$ cat src/rtl/task_4_pkg.sv
// Shared types and defaults for the task_4 stream arbiter.
package task_4_pkg;

  typedef enum logic [1:0] {
    IDLE      = 2'd0,
    FWD       = 2'd1,
    WAIT_DONE = 2'd2
  } arb_state_t;

  typedef logic ch_id_t;

  localparam int DEF_TIMEOUT_CYCLES = 1024;
  localparam int DEF_CNT_W          = 16;

endpackage

$ cat src/rtl/task_4_arb_timeout.sv
// WAIT_DONE watchdog counter; only instantiated when TASK_4_ARB_TIMEOUT_EN is defined.
module task_4_arb_timeout #(
  parameter int CYCLES = 1024
) (
  input  logic clk,
  input  logic rst,
  input  logic enable,
  input  logic clear,
  output logic expire
);

  localparam int W = (CYCLES > 1) ? $clog2(CYCLES) : 1;

  logic [W-1:0] cnt;

  always_ff @(posedge clk or posedge rst) begin
    if (rst) begin
      cnt <= '0;
    end else if (clear) begin
      cnt <= '0;
    end else if (enable) begin
      cnt <= cnt + W'(1);
    end
  end

  assign expire = enable && (cnt == W'(CYCLES - 1));

endmodule

$ cat src/rtl/task_4_stream_arb.sv
// Packet-locked two-channel round-robin arbiter feeding the task_4 pipeline.
// Optional WAIT_DONE watchdog enabled by defining TASK_4_ARB_TIMEOUT_EN.
module task_4_stream_arb
  import task_4_pkg::*;
#(
  parameter int TIMEOUT_CYCLES = DEF_TIMEOUT_CYCLES,
  parameter int CNT_W          = DEF_CNT_W
) (
  input  logic             i_clk,
  input  logic             i_rst,
  input  logic             i_ch0_tdata_valid,
  input  logic [7:0]       i_ch0_tdata,
  input  logic             i_ch0_tdata_last,
  output logic             o_ch0_tready,
  input  logic             i_ch1_tdata_valid,
  input  logic [7:0]       i_ch1_tdata,
  input  logic             i_ch1_tdata_last,
  output logic             o_ch1_tready,
  output logic             o_tdata_valid,
  output logic [7:0]       o_tdata,
  output logic             o_tdata_last,
  input  logic             i_tready,
  input  logic             i_done,
  output logic             o_grant,
  output logic             o_busy,
  output logic             o_timeout,
  output logic [CNT_W-1:0] o_pkt_cnt
);

  arb_state_t       state, state_next;
  ch_id_t           grant_reg, last_reg, pick;
  logic [CNT_W-1:0] pkt_cnt_reg;
  logic             fwd, any_valid, sel_valid, sel_last, last_hs, expire;
  logic [7:0]       sel_data;

  assign fwd       = (state == FWD);
  assign any_valid = i_ch0_tdata_valid | i_ch1_tdata_valid;
  assign sel_valid = grant_reg ? i_ch1_tdata_valid : i_ch0_tdata_valid;
  assign sel_data  = grant_reg ? i_ch1_tdata       : i_ch0_tdata;
  assign sel_last  = grant_reg ? i_ch1_tdata_last  : i_ch0_tdata_last;
  assign last_hs   = fwd && sel_valid && i_tready && sel_last;

  // On a tie the channel that did not finish the previous packet wins.
  assign pick = (i_ch0_tdata_valid && i_ch1_tdata_valid) ? ~last_reg :
                (i_ch0_tdata_valid ? 1'b0 : 1'b1);

  always_ff @(posedge i_clk or posedge i_rst) begin
    if (i_rst) begin
      state <= IDLE;
    end else begin
      state <= state_next;
    end
  end

  always_comb begin
    state_next = state;
    case (state)
      IDLE:      if (any_valid)        state_next = FWD;
      FWD:       if (last_hs)          state_next = WAIT_DONE;
      WAIT_DONE: if (i_done || expire) state_next = IDLE;
      default:                         state_next = IDLE;
    endcase
  end

  always_ff @(posedge i_clk or posedge i_rst) begin
    if (i_rst) begin
      grant_reg   <= 1'b1;
      last_reg    <= 1'b1;
      pkt_cnt_reg <= '0;
    end else begin
      if (state == IDLE && any_valid) begin
        grant_reg <= pick;
      end
      if (last_hs) begin
        last_reg    <= grant_reg;
        pkt_cnt_reg <= pkt_cnt_reg + CNT_W'(1);
      end
    end
  end

`ifdef TASK_4_ARB_TIMEOUT_EN
  logic timeout_reg;

  task_4_arb_timeout #(
    .CYCLES (TIMEOUT_CYCLES)
  ) u_timeout (
    .clk    (i_clk),
    .rst    (i_rst),
    .enable (state == WAIT_DONE),
    .clear  (last_hs),
    .expire (expire)
  );

  // A coincident i_done takes the normal exit, so no pulse is raised.
  always_ff @(posedge i_clk or posedge i_rst) begin
    if (i_rst) begin
      timeout_reg <= 1'b0;
    end else begin
      timeout_reg <= (state == WAIT_DONE) && expire && !i_done;
    end
  end

  assign o_timeout = timeout_reg;
`else
  assign expire    = 1'b0;
  assign o_timeout = 1'b0;
`endif

  // Zero-latency pass-through; data and last are forced low when not valid.
  assign o_tdata_valid = fwd & sel_valid;
  assign o_tdata       = o_tdata_valid ? sel_data : 8'h00;
  assign o_tdata_last  = o_tdata_valid & sel_last;
  assign o_ch0_tready  = fwd & ~grant_reg & i_tready;
  assign o_ch1_tready  = fwd &  grant_reg & i_tready;
  assign o_grant       = grant_reg;
  assign o_busy        = (state != IDLE);
  assign o_pkt_cnt     = pkt_cnt_reg;

endmodule

$ cat config.mk
export PLATFORM = sky130hd
export DESIGN_NAME = task_4_stream_arb
export DESIGN_NICKNAME = d
export VERILOG_FILES = /design/src/rtl/task_4_pkg.sv /design/src/rtl/task_4_arb_timeout.sv /design/src/rtl/task_4_stream_arb.sv
export SDC_FILE = /design/constraint.sdc
export NUM_CORES = 1
export LEC_CHECK = 0
export BUFFER_PORTS_ARGS = -buffer_cell sky130_fd_sc_hd__buf_2
export CAP_MARGIN = 10
export CORE_MARGIN = 5
export CORE_UTILIZATION = 50
export CTS_BUF_LIST = sky130_fd_sc_hd__clkbuf_2
export CTS_CLUSTER_SIZE = 25
export DETAILED_ROUTE_END_ITERATION = 7
export GPL_ROUTABILITY_DRIVEN = 0
export PLACE_DENSITY = 0.89
export SETUP_SLACK_MARGIN = 0.02
export SLEW_MARGIN = 10
export SYNTH_ARGS = -nofsm -noshare
export SYNTH_HDL_FRONTEND = slang
export SYNTH_SLANG_ARGS = --single-unit
$ cat constraint.sdc
create_clock -name i_clk -period 4.1 [get_ports i_clk]
set_input_delay 0.41 -clock i_clk [delete_from_list [all_inputs] [get_ports i_clk]]
set_output_delay 0.41 -clock i_clk [all_outputs]
set_load 0.03 [all_outputs]
==> flow_metrics.tcl, run 1 <==
set metrics [dict create \
    status "complete, no violations" \
    gr-usage-met3_pct 4.138 \
    clock_latency_ns 0.32 \
    final.setup.tns_ns 0 \
    yosysWarnings 0 \
    largest_reg_flops 16 \
    dp.cells 184 \
    synth_commonest_cells "18 x dfrtp_1, 12 x nor2_1, 11 x xnor2_1" \
    portBuffers 53 \
    cts-resized-gates 0 \
    row_count 17 \
    grt_pass1_vias 1069 \
    vdd_drop_max_mv 0.3952 \
    r2r_cells 4 \
    synth_most_common_cell "dfrtp_1" \
    grt_remaining_overflow 0 \
    grt_pass1_wl_um 4574 \
    r2r-start "o_grant" \
    grt.met1_usage_pct 20.89 \
    power_frac_seq_pct 40.8 \
    drc 0 \
    syn-num-nets 133 \
    fin_crit_sh_pct 63.16 \
    power_uw 783.5 \
    met2_usage_pct 29.37 \
    clock_skew_ns 0.005574 \
    yosys.area.top_type "dfrtp_1" \
    setup_viol 0 \
    cts_max_level 1 \
    die_h_um 56.88 \
    p_clk_share_pct 10.5 \
    fmax_mhz 386.2 \
    rrSetupSlack_ns 1.92 \
    drive_gt1_share_pct 36.88 \
    cts_tree "done" \
    synthCells 108 \
    final_cells 188 \
    hold_buffers 0 \
    avgSynthCellArea_um2 10.17 \
    nFillCells 180 \
    root_buffer "clkbuf_2" \
    core_um2 2148 \
    critical_path.startpoint "o_grant" \
    p_comb_share_pct 48.7 \
    slew_headroom_pct 52.19 \
    hp-class "in -> async" \
    rr_endpoint "o_pkt_cnt[15]" \
    syn_area_um2 1099 \
    synth_edf_count 0 \
    yosys-top-cells-area "dfrtp_1 41%, mux2i_1 9.1%, xnor2_1 8.8%" \
    start_util_pct 51.14 \
    antenna_found_initial 0 \
    drv_cap 0 \
    num_vias 1043 \
    vias_per_cell 5.548 \
    drtAntennaViolNets 0 \
    hold_viol 0 \
    post_drt_wl_per_cell_um 14.32 \
    cts_buffers 3 \
    p_switching_uw 384.7 \
    io-pin-count 55 \
    synth-main-ff-cell "dfrtp_1" \
    crit_fanout 17 \
    sw_frac_of_total_pct 49.09 \
    ys_types 29 \
    cts_sinks 20 \
    cp-start-kind "register" \
    endpoint_kind "output port" \
    endpoint "o_tdata_last" \
    rsz0062_at_grt "false" \
    dieArea_um2 3235 \
    clkSlewWorstSetupHoldPaths_ns 0.19 \
    dpl.hpwl_um 2147 \
    dieWidth_um 56.88 \
    clock_path_buffers 2 \
    crit_type "reg -> out" \
    internal_power_uw 398.8 \
    power_density_nw_per_um2 564.1 \
    drt_wl_total_um 2692 \
    final.min_clock_period_ns 2.590 \
    synth-seq-cells 20 \
    ys_seq_area_share_pct 45.79 \
    leakage_nw 0.7692 \
    drtPass1Iterations 4 \
    drt_iter0_markers 19 \
    async_reset_ff_share_pct 100.0 \
    syn_to_final_growth_pct 26.42 \
    synth.top_cell.area_share_pct 41.00 \
    track_usage_pct 18.11 \
    crit_required_ns 3.69 \
    maxSlewViolCount 0 \
    busiest_layer "met2" \
    antennaDiodeCount 0 \
    worst_pin_slew_ns 0.7164 \
    grt_max_degree 21 \
    cts_setup_buffers 0 \
    nNetsFinal 186 \
    crit_arrival_ns 2.18 \
]
[layout by cell type (no fill, tap or decap)]
cell and instances:
clkinv_1 1, nand3b_1 2, and3_1 1, and2_1 1, a211oi_1 2, nand2b_1 3
mux2_1 2, clkbuf_2 3, conb_1 1, nand3_1 6, xnor2_1 11, ha_1 1
nand2_1 6, dfstp_2 2, or4_1 1, nor2b_1 1, and4bb_1 1, mux2i_1 10
buf_2 53, nor4_2 1, a21oi_1 2, a31oi_1 1, xor2_1 4, inv_1 4
nor3_1 2, and4_1 3, nor2_1 12, dfrtp_1 18, nand4_1 5
[cells by family (layout without fill, tap and decap cells)]
| kind of cell | Yosys count | count (layout) | synth area share, % |
|---|---|---|---|
| buf+inv | 9 | 61 | 3.985 |
| fa+ha+maj | 1 | 1 | 1.139 |
| compound gates | 5 | 5 | 2.847 |
| flops | 20 | 20 | 45.79 |
| other cells | 1 | 1 | 0.3414 |
| simple gates | 45 | 45 | 22.78 |
| xor+xnor | 15 | 15 | 11.96 |
| mux | 12 | 12 | 11.16 |
[worst min-delay path by stage]
stage | slack, ns | endpoint | cells past startpoint
after floorplan | 0.37 | o_pkt_cnt[0] | 1
final | 0.17 | o_pkt_cnt[0] | 2
after detailed placement | 0.47 | o_pkt_cnt[15] | 1
after global routing | 0.25 | o_pkt_cnt[11] | 2
after CTS | 0.19 | o_pkt_cnt[0] | 2
after global placement | 0.45 | o_pkt_cnt[15] | 1
[metrics by stage]
stage	hold WS, ns	setup slack, ns	cell area (um^2)	utilization, %
4_1_cts	0.1922	1.512	1389	64.65
2_1_floorplan	0.3723	1.995	1099	-
3_3_place_gp	0.4534	2.006	1370	63.77
3_5_place_dp	0.4715	1.901	1370	63.77
6_report	0.1677	1.510	1389	64.65
5_1_grt	0.2499	1.410	1389	64.65
[worst max-delay path: stages, from the launching register on]
cell and delay, ns:
dfstp_2 0.80, mux2i_1 0.35, nand2b_1 0.39, nor2_1 0.11, buf_2 0.20
[power groups by stage]
stage	combinational (mW)	sequential [mW]	clock (mW)
2_1_floorplan	0.267	0.332	0
3_3_place_gp	0.376	0.315	0
6_report	0.381	0.320	0.0824
3_5_place_dp	0.383	0.322	0
4_1_cts	0.385	0.318	0.0815
5_1_grt	0.412	0.330	0.0911
[per-layer routing]
layer | wire (um) | share of wire [%]
met5 | 0 | 0
met4 | 117 | 4.3
met3 | 285 | 11
met2 | 1272 | 47
met1 | 1017 | 38
[layout make-up]
type                    instances  area, um^2  area share [%]
multi-input cells              79       551.8           39.73
flip-flops and latches         20       503.0           36.22
repair buffers                 53       265.3           19.10
well taps                      28       35.03           2.523
clock buffers                   3       15.01           1.081
inverters                       4       15.01           1.081
clock inverters                 1       3.754          0.2703
(Power assumes the default switching activity.)
==> run 2, diff against run 1 <==
- CORE_UTILIZATION: 50 -> 47
- PLACE_DENSITY: 0.89 -> 0.85
- clock period: 4.1 -> 2.55 ns (I/O delays scaled with it)
==> flow_metrics.tcl, run 2 (synthesis results as in run 1) <==
set metrics [dict create \
    dieArea_um2 3404 \
    drtPass1Iterations 4 \
    power_mw 1.363 \
    finalHoldWorstSlack_ns 0.01707 \
    cts_setup_buffers 0 \
    p_comb_share_pct 45.6 \
    p_switching_uw 615.0 \
    final.min_clock_period_ns 2.289 \
    cts_sinks 20 \
    final_cells 188 \
    largest_reg_flops 16 \
    nFillCells 197 \
    grt_remaining_overflow 0 \
    nNetsFinal 186 \
    io-pin-count 55 \
    num_vias 998 \
    die_h_um 58.35 \
    root_buffer "clkbuf_2" \
    status "complete, no violations" \
    drt_wl_total_um 2570 \
    maxSlewViolCount 0 \
    crit_chain "mux2i_1 -> nand2b_2 -> nor2_1 -> buf_2" \
    clock_path_buffers 2 \
    vias_per_cell 5.309 \
    dpl.hpwl_um 2112 \
    grt_pass1_vias 1040 \
    drive_gt1_share_pct 38.13 \
    clkSlewWorstSetupHoldPaths_ns 0.19 \
    power_density_nw_per_um2 961.3 \
    crit_required_ns 2.30 \
    final.setup.tns_ns 0 \
    fin_crit_sh_pct 89.78 \
    power_frac_seq_pct 37.5 \
    syn_to_final_growth_pct 29.04 \
    clock_skew_ns 0.01146 \
    cpPeakStageDelay_ns 0.81 \
    grt_pass1_wl_um 4409 \
    drtAntennaViolNets 0 \
    place_ws_ns 0.4435 \
    drv_cap 0 \
    setup_viol 0 \
    start_util_pct 49.66 \
    slew_headroom_pct 51.52 \
    drt_iter0_markers 19 \
    cp-start-kind "register" \
    grt_max_degree 21 \
    critPathSlowestCell "dfstp_2" \
    antennaDiodeCount 0 \
    fmax_mhz 436.8 \
    crit_arrival_ns 2.03 \
    drc 0 \
    cts_max_level 1 \
    antenna_found_initial 0 \
    crit_type "reg -> out" \
    rsz0062_at_grt "false" \
    core_um2 2212 \
    crit_buf_inv 1 \
    worst_pin_slew_ns 0.7264 \
    clock_latency_ns 0.31 \
    endpoint_kind "output port" \
    hold_viol 0 \
    cpLargestDelayFamily "flip-flops" \
    p_clk_share_pct 16.9 \
    final_common_cell "buf_2" \
    hp-class "in -> async" \
    track_usage_pct 16.55 \
    portBuffers 53 \
    dieWidth_um 58.35 \
    leakage_nw 0.7820 \
    crit_fanout 17 \
    internal_power_uw 747.8 \
    sw_frac_of_total_pct 45.13 \
    post_drt_wl_per_cell_um 13.67 \
    cts_tree "done" \
    layout_setup_ws_ns 0.2606 \
    final_cell_mix "53 x buf_2, 18 x dfrtp_1, 12 x nor2_1, 11 x xnor2_1, 10 x mux2i_1" \
    vdd_drop_max_mv 0.5712 \
    cts_buffers 3 \
    row_count 17 \
    dp.cells 184 \
]
[run 2: cell count changes in the layout (fill, tap and decap cells not counted), sizes merged]
cell | previous run | this run
bufinv | 0 | 1
clkinv | 1 | 0
[run 2: power by group through the flow]
stage	Clock, mW	Sequential (mW)	Combinational (mW)
global placement	0	0.510	0.605
finish	0.231	0.511	0.621
floorplan	0	0.533	0.430
detailed placement	0	0.516	0.623
CTS	0.238	0.510	0.626
global route	0.249	0.527	0.673
[run 2: worst paths after layout]
kind	cells past startpoint	slack, ns	end	start
min in group i_clk	2	0.12	o_grant	i_ch0_tdata_valid
max in group asynchronous	2	2.07	o_pkt_cnt[12]	i_rst
setup reg to reg	4	0.40	o_pkt_cnt[15]	o_grant
hold reg to reg	1	0.47	o_pkt_cnt[15]	o_pkt_cnt[15]
setup / recovery	4	0.26	o_tdata_last	o_grant
hold / removal	2	0.02	o_pkt_cnt[6]	i_rst
[run 2: repair_timing]
item | 4_1_cts | 5_1_grt
gates resized for setup | 0 | 1
endpoints found under the setup margin | 0 | 10
hold endpoints to repair | 0 | 0
hold buffers | 0 | 0
[run 2: layout make-up]
cell class | count | area (um^2) | share of cell area, %
inverters | 4 | 15.01 | 1.059
repair buffers | 53 | 265.3 | 18.71
well taps | 28 | 35.03 | 2.471
multi-input cells | 79 | 554.3 | 39.10
flip-flops and latches | 20 | 503.0 | 35.48
clock inverters | 1 | 30.03 | 2.118
clock buffers | 3 | 15.01 | 1.059
[run 2: through the flow]
step / area, um^2 / utilization, %
2_1_floorplan: 1099 / -
3_3_place_gp: 1370 / 61.93
3_5_place_dp: 1370 / 61.93
4_1_cts: 1415 / 63.97
5_1_grt: 1418 / 64.08
6_report: 1418 / 64.08
[run 2: per-layer routing]
layer | track usage, % | vias to the layer above | share of wire, %
li1 | - | 478 | -
met1 | 19.42 | 460 | 39
met2 | 28.55 | 54 | 49
met3 | 3.509 | 6 | 9.9
met4 | 7.947 | 0 | 2.0
met5 | 0 | - | 0
